[config.mk]
export PLATFORM = sky130hd
export DESIGN_NAME = issue_scheduler
export DESIGN_NICKNAME = d
export VERILOG_FILES = /design/src/rtl/riscv_pkg.sv /design/src/rtl/age_picker.sv /design/src/rtl/issue_scheduler.sv
export SDC_FILE = /design/constraint.sdc
export NUM_CORES = 1
export LEC_CHECK = 0
export ABC_AREA = 1
export CORE_UTILIZATION = 54
export DETAILED_ROUTE_END_ITERATION = 8
export PLACE_DENSITY = 0.79
export SETUP_SLACK_MARGIN = 0.3
export SYNTH_ARGS = -nofsm -noshare
export SYNTH_HDL_FRONTEND = slang
export SYNTH_HIERARCHICAL = 1
export SYNTH_SLANG_ARGS = --single-unit
export TNS_END_PERCENT = 1
[constraint.sdc]
create_clock -name clk_i -period 32.8 [get_ports clk_i]
set_input_delay 3.28 -clock clk_i [delete_from_list [all_inputs] [get_ports clk_i]]
set_output_delay 3.28 -clock clk_i [all_outputs]
set_load 0.005 [all_outputs]
[src/rtl/riscv_pkg.sv]
// Shared issue-stage constants and types for the reservation-station scheduler.
// Index widths are derived here so every block sizes its ports the same way.
package riscv_pkg;

  localparam int ROB_SIZE_DEF    = 16;
  localparam int NUM_RS_ROWS_DEF = 16;
  localparam int NUM_ALU         = 2;
  localparam int NUM_MEM         = 1;
  localparam int BUSY_W          = 3;

  // A width of at least 1 keeps degenerate single-entry configurations legal.
  function automatic int idx_width(input int n);
    return (n > 1) ? $clog2(n) : 1;
  endfunction

  typedef logic [idx_width(NUM_RS_ROWS_DEF)-1:0] row_idx_t;
  typedef logic [idx_width(ROB_SIZE_DEF)-1:0]    rob_idx_t;

endpackage

[src/rtl/age_picker.sv]
// Selects the oldest (smallest age) row that is eligible and not excluded.
// On equal ages the lower row number wins.
import riscv_pkg::*;

module age_picker #(
  parameter int NUM_ROWS = NUM_RS_ROWS_DEF,
  parameter int AW       = 4,
  parameter int RW       = idx_width(NUM_ROWS)
) (
  input  logic [NUM_ROWS-1:0]    eligible,
  input  logic [NUM_ROWS*AW-1:0] ages,
  input  logic [NUM_ROWS-1:0]    exclude,
  output logic                   valid,
  output logic [RW-1:0]          row
);

  logic [AW-1:0] best_age;

  // Strict less-than while scanning upward keeps the lowest row on ties.
  always_comb begin
    valid    = 1'b0;
    row      = '0;
    best_age = '0;
    for (int r = 0; r < NUM_ROWS; r++) begin
      if (eligible[r] && !exclude[r] &&
          (!valid || (ages[r*AW +: AW] < best_age))) begin
        valid    = 1'b1;
        row      = RW'(r);
        best_age = ages[r*AW +: AW];
      end
    end
  end

endmodule

[src/rtl/issue_scheduler.sv]
// Oldest-first issue scheduler: two ALU ports and one memory port with a
// latency-based occupancy counter. Grants are registered (one cycle latency).
import riscv_pkg::*;

module issue_scheduler #(
  parameter int NUM_RS_ROWS = NUM_RS_ROWS_DEF,
  parameter int ROB_SIZE    = ROB_SIZE_DEF,
  parameter int MEM_LATENCY = 2,
  parameter int IW          = idx_width(ROB_SIZE),
  parameter int RW          = idx_width(NUM_RS_ROWS)
) (
  input  logic                      clk_i,
  input  logic                      rst_i,
  input  logic                      flush_i,
  input  logic [NUM_RS_ROWS-1:0]    rs_ready_i,
  input  logic [NUM_RS_ROWS-1:0]    rs_is_mem_i,
  input  logic [NUM_RS_ROWS*IW-1:0] rs_rob_index_i,
  input  logic [IW-1:0]             rob_head_i,
  output logic                      alu0_valid_o,
  output logic                      alu1_valid_o,
  output logic                      mem_valid_o,
  output logic [RW-1:0]             alu0_row_o,
  output logic [RW-1:0]             alu1_row_o,
  output logic [RW-1:0]             mem_row_o,
  output logic [NUM_RS_ROWS-1:0]    issued_mask_o,
  output logic                      mem_busy_o
);

  localparam logic [NUM_RS_ROWS-1:0] ROW_ONE = NUM_RS_ROWS'(1);

  logic [NUM_RS_ROWS-1:0]    pending_mask;
  logic [BUSY_W-1:0]         busy_cnt;
  logic [NUM_RS_ROWS*IW-1:0] ages;
  logic [NUM_RS_ROWS-1:0]    eligible;
  logic [NUM_RS_ROWS-1:0]    alu_eligible;
  logic [NUM_RS_ROWS-1:0]    mem_eligible;
  logic [NUM_RS_ROWS-1:0]    alu0_exclude;
  logic [NUM_RS_ROWS-1:0]    next_mask;
  logic [NUM_ALU+NUM_MEM-1:0] pick_valid;
  logic                      p0_valid, p1_valid, pm_valid;
  logic [RW-1:0]             p0_row, p1_row, pm_row;
  logic                      mem_grant;

  // Age is distance from the ROB head, so wrap-around needs no special case.
  always_comb begin
    ages = '0;
    for (int r = 0; r < NUM_RS_ROWS; r++) begin
      ages[r*IW +: IW] = rs_rob_index_i[r*IW +: IW] - rob_head_i;
    end
  end

  // Rows shown as issued this cycle are still marked ready until the RS drops them.
  assign eligible     = rs_ready_i & ~pending_mask;
  assign alu_eligible = eligible & ~rs_is_mem_i;
  assign mem_eligible = eligible & rs_is_mem_i;
  assign alu0_exclude = p0_valid ? (ROW_ONE << p0_row) : '0;

  age_picker #(.NUM_ROWS(NUM_RS_ROWS), .AW(IW), .RW(RW)) u_pick_alu0 (
    .eligible (alu_eligible),
    .ages     (ages),
    .exclude  ('0),
    .valid    (p0_valid),
    .row      (p0_row)
  );

  age_picker #(.NUM_ROWS(NUM_RS_ROWS), .AW(IW), .RW(RW)) u_pick_alu1 (
    .eligible (alu_eligible),
    .ages     (ages),
    .exclude  (alu0_exclude),
    .valid    (p1_valid),
    .row      (p1_row)
  );

  age_picker #(.NUM_ROWS(NUM_RS_ROWS), .AW(IW), .RW(RW)) u_pick_mem (
    .eligible (mem_eligible),
    .ages     (ages),
    .exclude  ('0),
    .valid    (pm_valid),
    .row      (pm_row)
  );

  assign pick_valid = {pm_valid, p1_valid, p0_valid};
  assign mem_grant  = pick_valid[NUM_ALU] && !mem_busy_o;

  always_comb begin
    next_mask = '0;
    if (pick_valid[0]) next_mask = next_mask | (ROW_ONE << p0_row);
    if (pick_valid[1]) next_mask = next_mask | (ROW_ONE << p1_row);
    if (mem_grant)     next_mask = next_mask | (ROW_ONE << pm_row);
  end

  always_ff @(posedge clk_i) begin
    if (rst_i || flush_i) begin
      alu0_valid_o <= 1'b0;
      alu1_valid_o <= 1'b0;
      mem_valid_o  <= 1'b0;
      alu0_row_o   <= '0;
      alu1_row_o   <= '0;
      mem_row_o    <= '0;
      pending_mask <= '0;
      busy_cnt     <= '0;
    end else begin
      alu0_valid_o <= pick_valid[0];
      alu1_valid_o <= pick_valid[1];
      mem_valid_o  <= mem_grant;
      alu0_row_o   <= pick_valid[0] ? p0_row : '0;
      alu1_row_o   <= pick_valid[1] ? p1_row : '0;
      mem_row_o    <= mem_grant ? pm_row : '0;
      pending_mask <= next_mask;
      if (mem_grant)
        busy_cnt <= BUSY_W'(MEM_LATENCY);
      else if (busy_cnt != '0)
        busy_cnt <= busy_cnt - 1'b1;
    end
  end

  assign issued_mask_o = pending_mask;
  assign mem_busy_o    = (busy_cnt != '0);

endmodule

=== Yosys cells after proc, flatten, opt, wreduce, memory -nomap -nowiden ===
Cells that the tools add are included.

* Output and inout port bits: 32
* Bits of input ports: 103
* Logic and storage cells: 403
* Flip-flop bits (word level): 34

* $add $sub $neg: 17
* Reduce and logical (&&, ||, !) cells: 176
* Bitwise gates (word level): 10
* Mux-type cells: 143
* Order comparisons: 45
* Shift operators: 3

{| class="wikitable"
|+ Operator list
! kind !! count
|-
| 4-bit 2-to-1 mux || 69
|-
| 4-bit < comparator || 45
|-
| 4-bit subtractor || 16
|-
| 1-bit logical AND || 62
|-
| 1-bit logical NOT || 62
|-
| 1-bit 2-to-1 mux || 51
|-
| 16-bit bitwise AND || 3
|-
| 16-bit 2-to-1 mux || 3
|-
| 1-bit by 4-bit left shift with 16-bit output, first input constant || 3
|-
| 1-bit logical OR || 46
|-
| 3-bit 2-to-1 mux || 12
|-
| 16-bit inverter || 2
|-
| 16-bit OR || 2
|-
| 2-bit 2-to-1 mux || 8
|-
| 2-bit OR reduction || 4
|-
| 1-bit inverter || 3
|-
| 3-bit nonzero test || 1
|-
| 3-bit by 1-bit subtractor with 3-bit output, second input constant || 1
|-
| 2-bit nonzero test || 1
|}

=== Longest topological paths before layout ===
* Depth after elaboration: 134
* Gate-level depth with buffers: 293

=== Cells and area by module ===
The synthesis kept the hierarchy.

{| class="wikitable"
|+ Modules (own cells, without submodules)
! module !! cells each !! sequential area each (um^2) !! instances !! area an instance (um^2)
|-
| age_picker (u_pick_alu0 ...) || 539 || 0.0 || 2 || 2,670.1
|-
| issue_scheduler || 560 || 680.7 || 1 || 3,806.2
|-
| age_picker (u_pick_mem) || 539 || 0.0 || 1 || 2,672.6
|}

=== Worst setup path after synthesis ===
No wires, ideal clock.

* Path type: input-to-reg
* Start point: input rob_head_i[1]
* End point: register pending_mask[0], in the netlist issued_mask_o[0]
* Buffers on the path: 1
* Path slack: 1.381 ns
* Required time: 32.730 ns
* Data arrival time: 31.349 ns
* Stages on the path: 251
* Cells stage by stage: inv_1 ha_1 nand2_1 nand2_1 nand2_1 nand2_1 nand2_1 nand2_1 ha_1 a21oi_1 nand2_1 nand2_2 nand2_2 o21ai_0 ha_1 a21oi_1 nand2_1 nand2_2 [... 215 more ...] nand2_2 nand2_4 nand2_1 o21ai_0 ha_1 nand2_1 inv_1 nand2_1 nand2_1 nand2_1 nand2_2 nand2_1 buf_2 nor2_2 nand3_1 nand2_1 inv_1 a21oi_1

{| class="wikitable"
|+ RTL lines
! what !! line !! text
|-
| start, declared || issue_scheduler.sv:18 || <nowiki>input logic [IW-1:0] rob_head_i,</nowiki>
|-
| 4-bit subtractor * || issue_scheduler.sv:48 || <nowiki>ages[r*IW +: IW] = rs_rob_index_i[r*IW +: IW] - rob_head_i;</nowiki>
|-
| named net ages[7] || issue_scheduler.sv:33 || <nowiki>logic [NUM_RS_ROWS*IW-1:0] ages;</nowiki>
|-
| 4-bit < comparator || age_picker.sv:26 || <nowiki>(!valid || (ages[r*AW +: AW] < best_age))) begin</nowiki>
|-
| 1-bit logical OR || age_picker.sv:26 ||
|-
| 1-bit logical AND || age_picker.sv:25 || <nowiki>if (eligible[r] && !exclude[r] &&</nowiki>
|-
| 4-bit 2-to-1 mux or 1-bit 2-to-1 mux (tied branches) || age_picker.sv:25 ||
|-
| 4-bit < comparator or 1-bit logical NOT (tied branches) || age_picker.sv:26 ||
|-
| 1-bit logical OR || age_picker.sv:26 ||
|-
| [... 54 more ...] || -- ||
|-
| named net p0_row[1] || issue_scheduler.sv:41 || <nowiki>logic [RW-1:0] p0_row, p1_row, pm_row;</nowiki>
|-
| [... 2 more ...] || -- ||
|-
| named net alu0_exclude[0] || issue_scheduler.sv:37 || <nowiki>logic [NUM_RS_ROWS-1:0] alu0_exclude;</nowiki>
|-
| [... 61 more ...] || -- ||
|-
| 1-bit logical AND || age_picker.sv:25 ||
|-
| 4-bit 2-to-1 mux * || age_picker.sv:25 ||
|-
| named net p1_row[2] || issue_scheduler.sv:41 ||
|-
| 1-bit by 4-bit left shift with 16-bit output * || issue_scheduler.sv:88 || <nowiki>if (pick_valid[1]) next_mask = next_mask | (ROW_ONE << p1_row);</nowiki>
|-
| 16-bit OR * || issue_scheduler.sv:88 ||
|-
| 16-bit 2-to-1 mux * || issue_scheduler.sv:88 ||
|-
| 16-bit OR || issue_scheduler.sv:89 || <nowiki>if (mem_grant) next_mask = next_mask | (ROW_ONE << pm_row);</nowiki>
|-
| 16-bit 2-to-1 mux * || issue_scheduler.sv:89 ||
|-
| end signal, assigned || issue_scheduler.sv:109 || <nowiki>pending_mask <= next_mask;</nowiki>
|-
| end, declared || issue_scheduler.sv:31 || <nowiki>logic [NUM_RS_ROWS-1:0] pending_mask;</nowiki>
|}

Mark *: on every way through the listed nets, which the timed path passes. The rest lies on a longest branch.
A chain may end at the register's enable or synchronous reset.

=== Final worst setup path ===
* Start point: input rs_rob_index_i[0]
* End point: register pending_mask[5], in the netlist issued_mask_o[5]

* Cells in the longest elaborated chain, start to end: 132

{| class="wikitable"
|+ Ends and longest elaborated chain
! what !! line !! text
|-
| start, declared || issue_scheduler.sv:17 || <nowiki>input logic [NUM_RS_ROWS*IW-1:0] rs_rob_index_i,</nowiki>
|-
| 4-bit subtractor * || issue_scheduler.sv:48 ||
|-
| named net ages[2] || issue_scheduler.sv:33 ||
|-
| 4-bit 2-to-1 mux * || age_picker.sv:25 ||
|-
| 4-bit < comparator || age_picker.sv:26 ||
|-
| 1-bit logical OR || age_picker.sv:26 ||
|-
| 1-bit logical AND || age_picker.sv:25 ||
|-
| 4-bit 2-to-1 mux or 1-bit 2-to-1 mux (tied branches) || age_picker.sv:25 ||
|-
| 4-bit < comparator or 1-bit logical NOT (tied branches) || age_picker.sv:26 ||
|-
| [... 55 more ...] || -- ||
|-
| named net p0_row[1] || issue_scheduler.sv:41 ||
|-
| [... 2 more ...] || -- ||
|-
| named net alu0_exclude[0] || issue_scheduler.sv:37 ||
|-
| [... 61 more ...] || -- ||
|-
| 1-bit logical AND || age_picker.sv:25 ||
|-
| 4-bit 2-to-1 mux * || age_picker.sv:25 ||
|-
| named net p1_row[0] || issue_scheduler.sv:41 ||
|-
| 1-bit by 4-bit left shift with 16-bit output * || issue_scheduler.sv:88 ||
|-
| 16-bit OR * || issue_scheduler.sv:88 ||
|-
| 16-bit 2-to-1 mux * || issue_scheduler.sv:88 ||
|-
| 16-bit OR || issue_scheduler.sv:89 ||
|-
| 16-bit 2-to-1 mux * || issue_scheduler.sv:89 ||
|}

Marked as above.

==> flow_metrics.env <==
export IMPL_p_leak_nw=9.25
export IMPL_rows=53
export IMPL_vias_per_cell=5.40
export IMPL_skew_ns=0.00663
export IMPL_insertion_delay_ns=0.28
export IMPL_port_buffer_count=134
export IMPL_worst_hold_slack_ns=0.548
export IMPL_hold_buffers=0
export IMPL_ios=135
export IMPL_worst_pin_slew_ns=1.01
export IMPL_cp_slowest_cell="fa_2"
export IMPL_netlist_instances=2177
export IMPL_grt_usage=0.325
export IMPL_vias=14960
export IMPL_die_area_um2=22500
export IMPL_maxCapViolCount=0
export IMPL_ys_warn_count=6
export IMPL_path_class="input pin to flop"
export IMPL_seq_area_frac_synth=0.0576
export IMPL_finalSetupTns_ns=0
export IMPL_cp_arrival_ns=32.46
export IMPL_cp_common_cell="nand2_1"
export IMPL_grt_max_degree=22
export IMPL_cts_htree_levels=2
export IMPL_setup_viol=0
export IMPL_hold_viol=0
export IMPL_status="finished clean"
export IMPL_start_util=0.557
export IMPL_die_y_um=150
export IMPL_wire_per_inst_um=15.1
export IMPL_synth_area_um2=11800
export IMPL_first_iter_violations=1540
export IMPL_max_freq_ghz=0.0310
export IMPL_vdd_drop_max_mv=0.0697
export IMPL_avgSynthCellArea_um2=5.43
export IMPL_rsz0062_at_grt="yes"
export IMPL_slew_viol_final=0
export IMPL_clock_sinks=34
export IMPL_clock_root_buffer="clkbuf_16"
export IMPL_finalNetCount=2748
export IMPL_fillCellCount=1670
export IMPL_final_layout_size_suffix_gt1_frac=0.212
export IMPL_grt_overflow_total=0
export IMPL_worstSetupStartpointType="input pin"
export IMPL_grt_pass1_vias=12967
export IMPL_slew_headroom=0.323
export IMPL_coreArea_um2=21200
export IMPL_required_ns=33.02
export IMPL_post_route_period_util=0.983
export IMPL_final_min_clock_period_ns=32.23
export IMPL_cts_buffers=5
export IMPL_final_util=0.761
export IMPL_min_path_type="flop to flop"
export IMPL_grt_pass1_wl_um=59300
export IMPL_clk_pin_slew_ns=0.06
export IMPL_max_stage_delay_ns=0.43
export IMPL_endpoint_kind="flop"
export IMPL_drc=0
export IMPL_synth_seq_cells=34
export IMPL_antenna_found_initial=0
export IMPL_area_delta_synth_final_pct=36.7
export IMPL_first_pass_iters=6
export IMPL_wirelength_um=41800
export IMPL_die_w_um=150
export IMPL_cts_path_max_buffers=2
export IMPL_cts_tree="built"
export IMPL_place_hpwl_um=31100
export IMPL_ant_nets=0
export IMPL_critPathMaxFanout=8
export IMPL_gp_routability_congestion=0.977
export IMPL_p_per_area_nw_per_um2=90.7
export IMPL_yosysUniqueCellTypes=30
[cells in the final DEF (no fill, tap or decap), drive strengths merged, types with 31 or more instances in the layout]
cell type and instances:
clkdlybuf4s50 124, inv 446, o21ai 93, buf 144
ha 137, o21bai 31, conb 36, nand2 792
dfxtp 34, a21oi 50, nor2 217, nand3 238
nand3b 34
[kinds of logic after synthesis]
family,synth area share
adder cells (fa/ha/maj),0.172
flip-flops,0.0576
XOR/XNOR,0.0252
other,0.000317
AND/OR/NAND/NOR,0.514
buffers and inverters,0.148
AO/OA/AOI/OAI,0.0828
[cells in the mapped netlist, drive strengths merged]
library cell	number	area (µm²)
nand2	789	3510
inv	447	1680
nand3	238	1210
nor2	217	832
ha	137	1710
o21ai	93	465
a21oi	50	250
dfxtp	34	681
nand3b	34	255
o21bai	31	233
xor2	24	210
nor3	23	120
fa	16	320
nor3b	16	120
xnor2	10	87.6
buf	6	58.8
nand4	4	25.0
a22oi	3	22.5
clkinv	3	11.3
a211oi	1	7.51
conb	1	3.75
[sequential cells by signal, indices dropped and copies added, names as in the netlist]
register       flops
alu1_row_o         4
mem_valid_o        1
issued_mask_o     16
busy_cnt           3
alu1_valid_o       1
alu0_row_o         4
alu0_valid_o       1
mem_row_o          4
[what timing repair did]
action / CTS / global route
buffers inserted: 0 / 63
resized for setup: 37 / 327
pin swaps: 0 / 224
gates cloned: 0 / 3
endpoints found under the setup margin: 20 / 20
[report_power, final]
| part | total, mW | switching [mW] | internal [mW] |
|---|---|---|---|
| Clock | 0.0633 | 0.0196 | 0.0437 |
| Combinational | 1.34 | 0.816 | 0.522 |
| Sequential | 0.0637 | 0.0110 | 0.0527 |
| Total | 1.46 | 0.846 | 0.618 |
[layer usage]
metal | vias up | share of wire | GRT usage
li1 | 7363 | - | -
met1 | 6787 | 0.42 | 0.440
met2 | 697 | 0.47 | 0.550
met3 | 113 | 0.089 | 0.0366
met4 | 0 | 0.029 | 0.0687
met5 | - | 0 | 0
[stage by stage]
step / std cells / area (µm²) / power (mW) / worst slack (ns)
floorplan: 2212 / 12000 / 0.791 / 1.38
global placement: 2694 / 14200 / 1.04 / -0.258
detailed placement: 2694 / 14200 / 1.07 / -1.53
CTS: 2702 / 14400 / 1.14 / 0.310
global route: 2768 / 16200 / 1.58 / -1.39
finish: 2769 / 16200 / 1.46 / 0.566
[path summary, 6_finish.rpt]
kind                           from          endpoint  slack [ns]  cells past startpoint
setup reg to reg   issued_mask_o[0]  issued_mask_o[5]        3.73                    282
setup / recovery  rs_rob_index_i[0]  issued_mask_o[5]        0.57                    285
hold reg to reg         busy_cnt[2]       busy_cnt[2]        0.55                      2
hold / removal          busy_cnt[2]       busy_cnt[2]        0.55                      2
[critical path, delay by kind of cell]
kind                     cells  cell delay [ns]
AND/OR/NAND/NOR            192            15.29
AO/OA/AOI/OAI               34             2.88
buffers and inverters       26             1.42
adder cells (fa/ha/maj)     32             9.33
XOR/XNOR                     1             0.22
[area by class of cell]
cell class / count / area, µm² / share of cell area
diodes: 1 / 2.50 / 0.000155
clock buffers: 5 / 125 / 0.00775
clock inverters: 3 / 68.8 / 0.00426
inverters: 450 / 1730 / 0.107
multi-input cells: 1725 / 10800 / 0.666
flip-flops and latches: 34 / 681 / 0.0421
well taps: 275 / 344 / 0.0213
repair buffers: 276 / 2450 / 0.152
No activity file was read; power rests on OpenSTA's default activity.
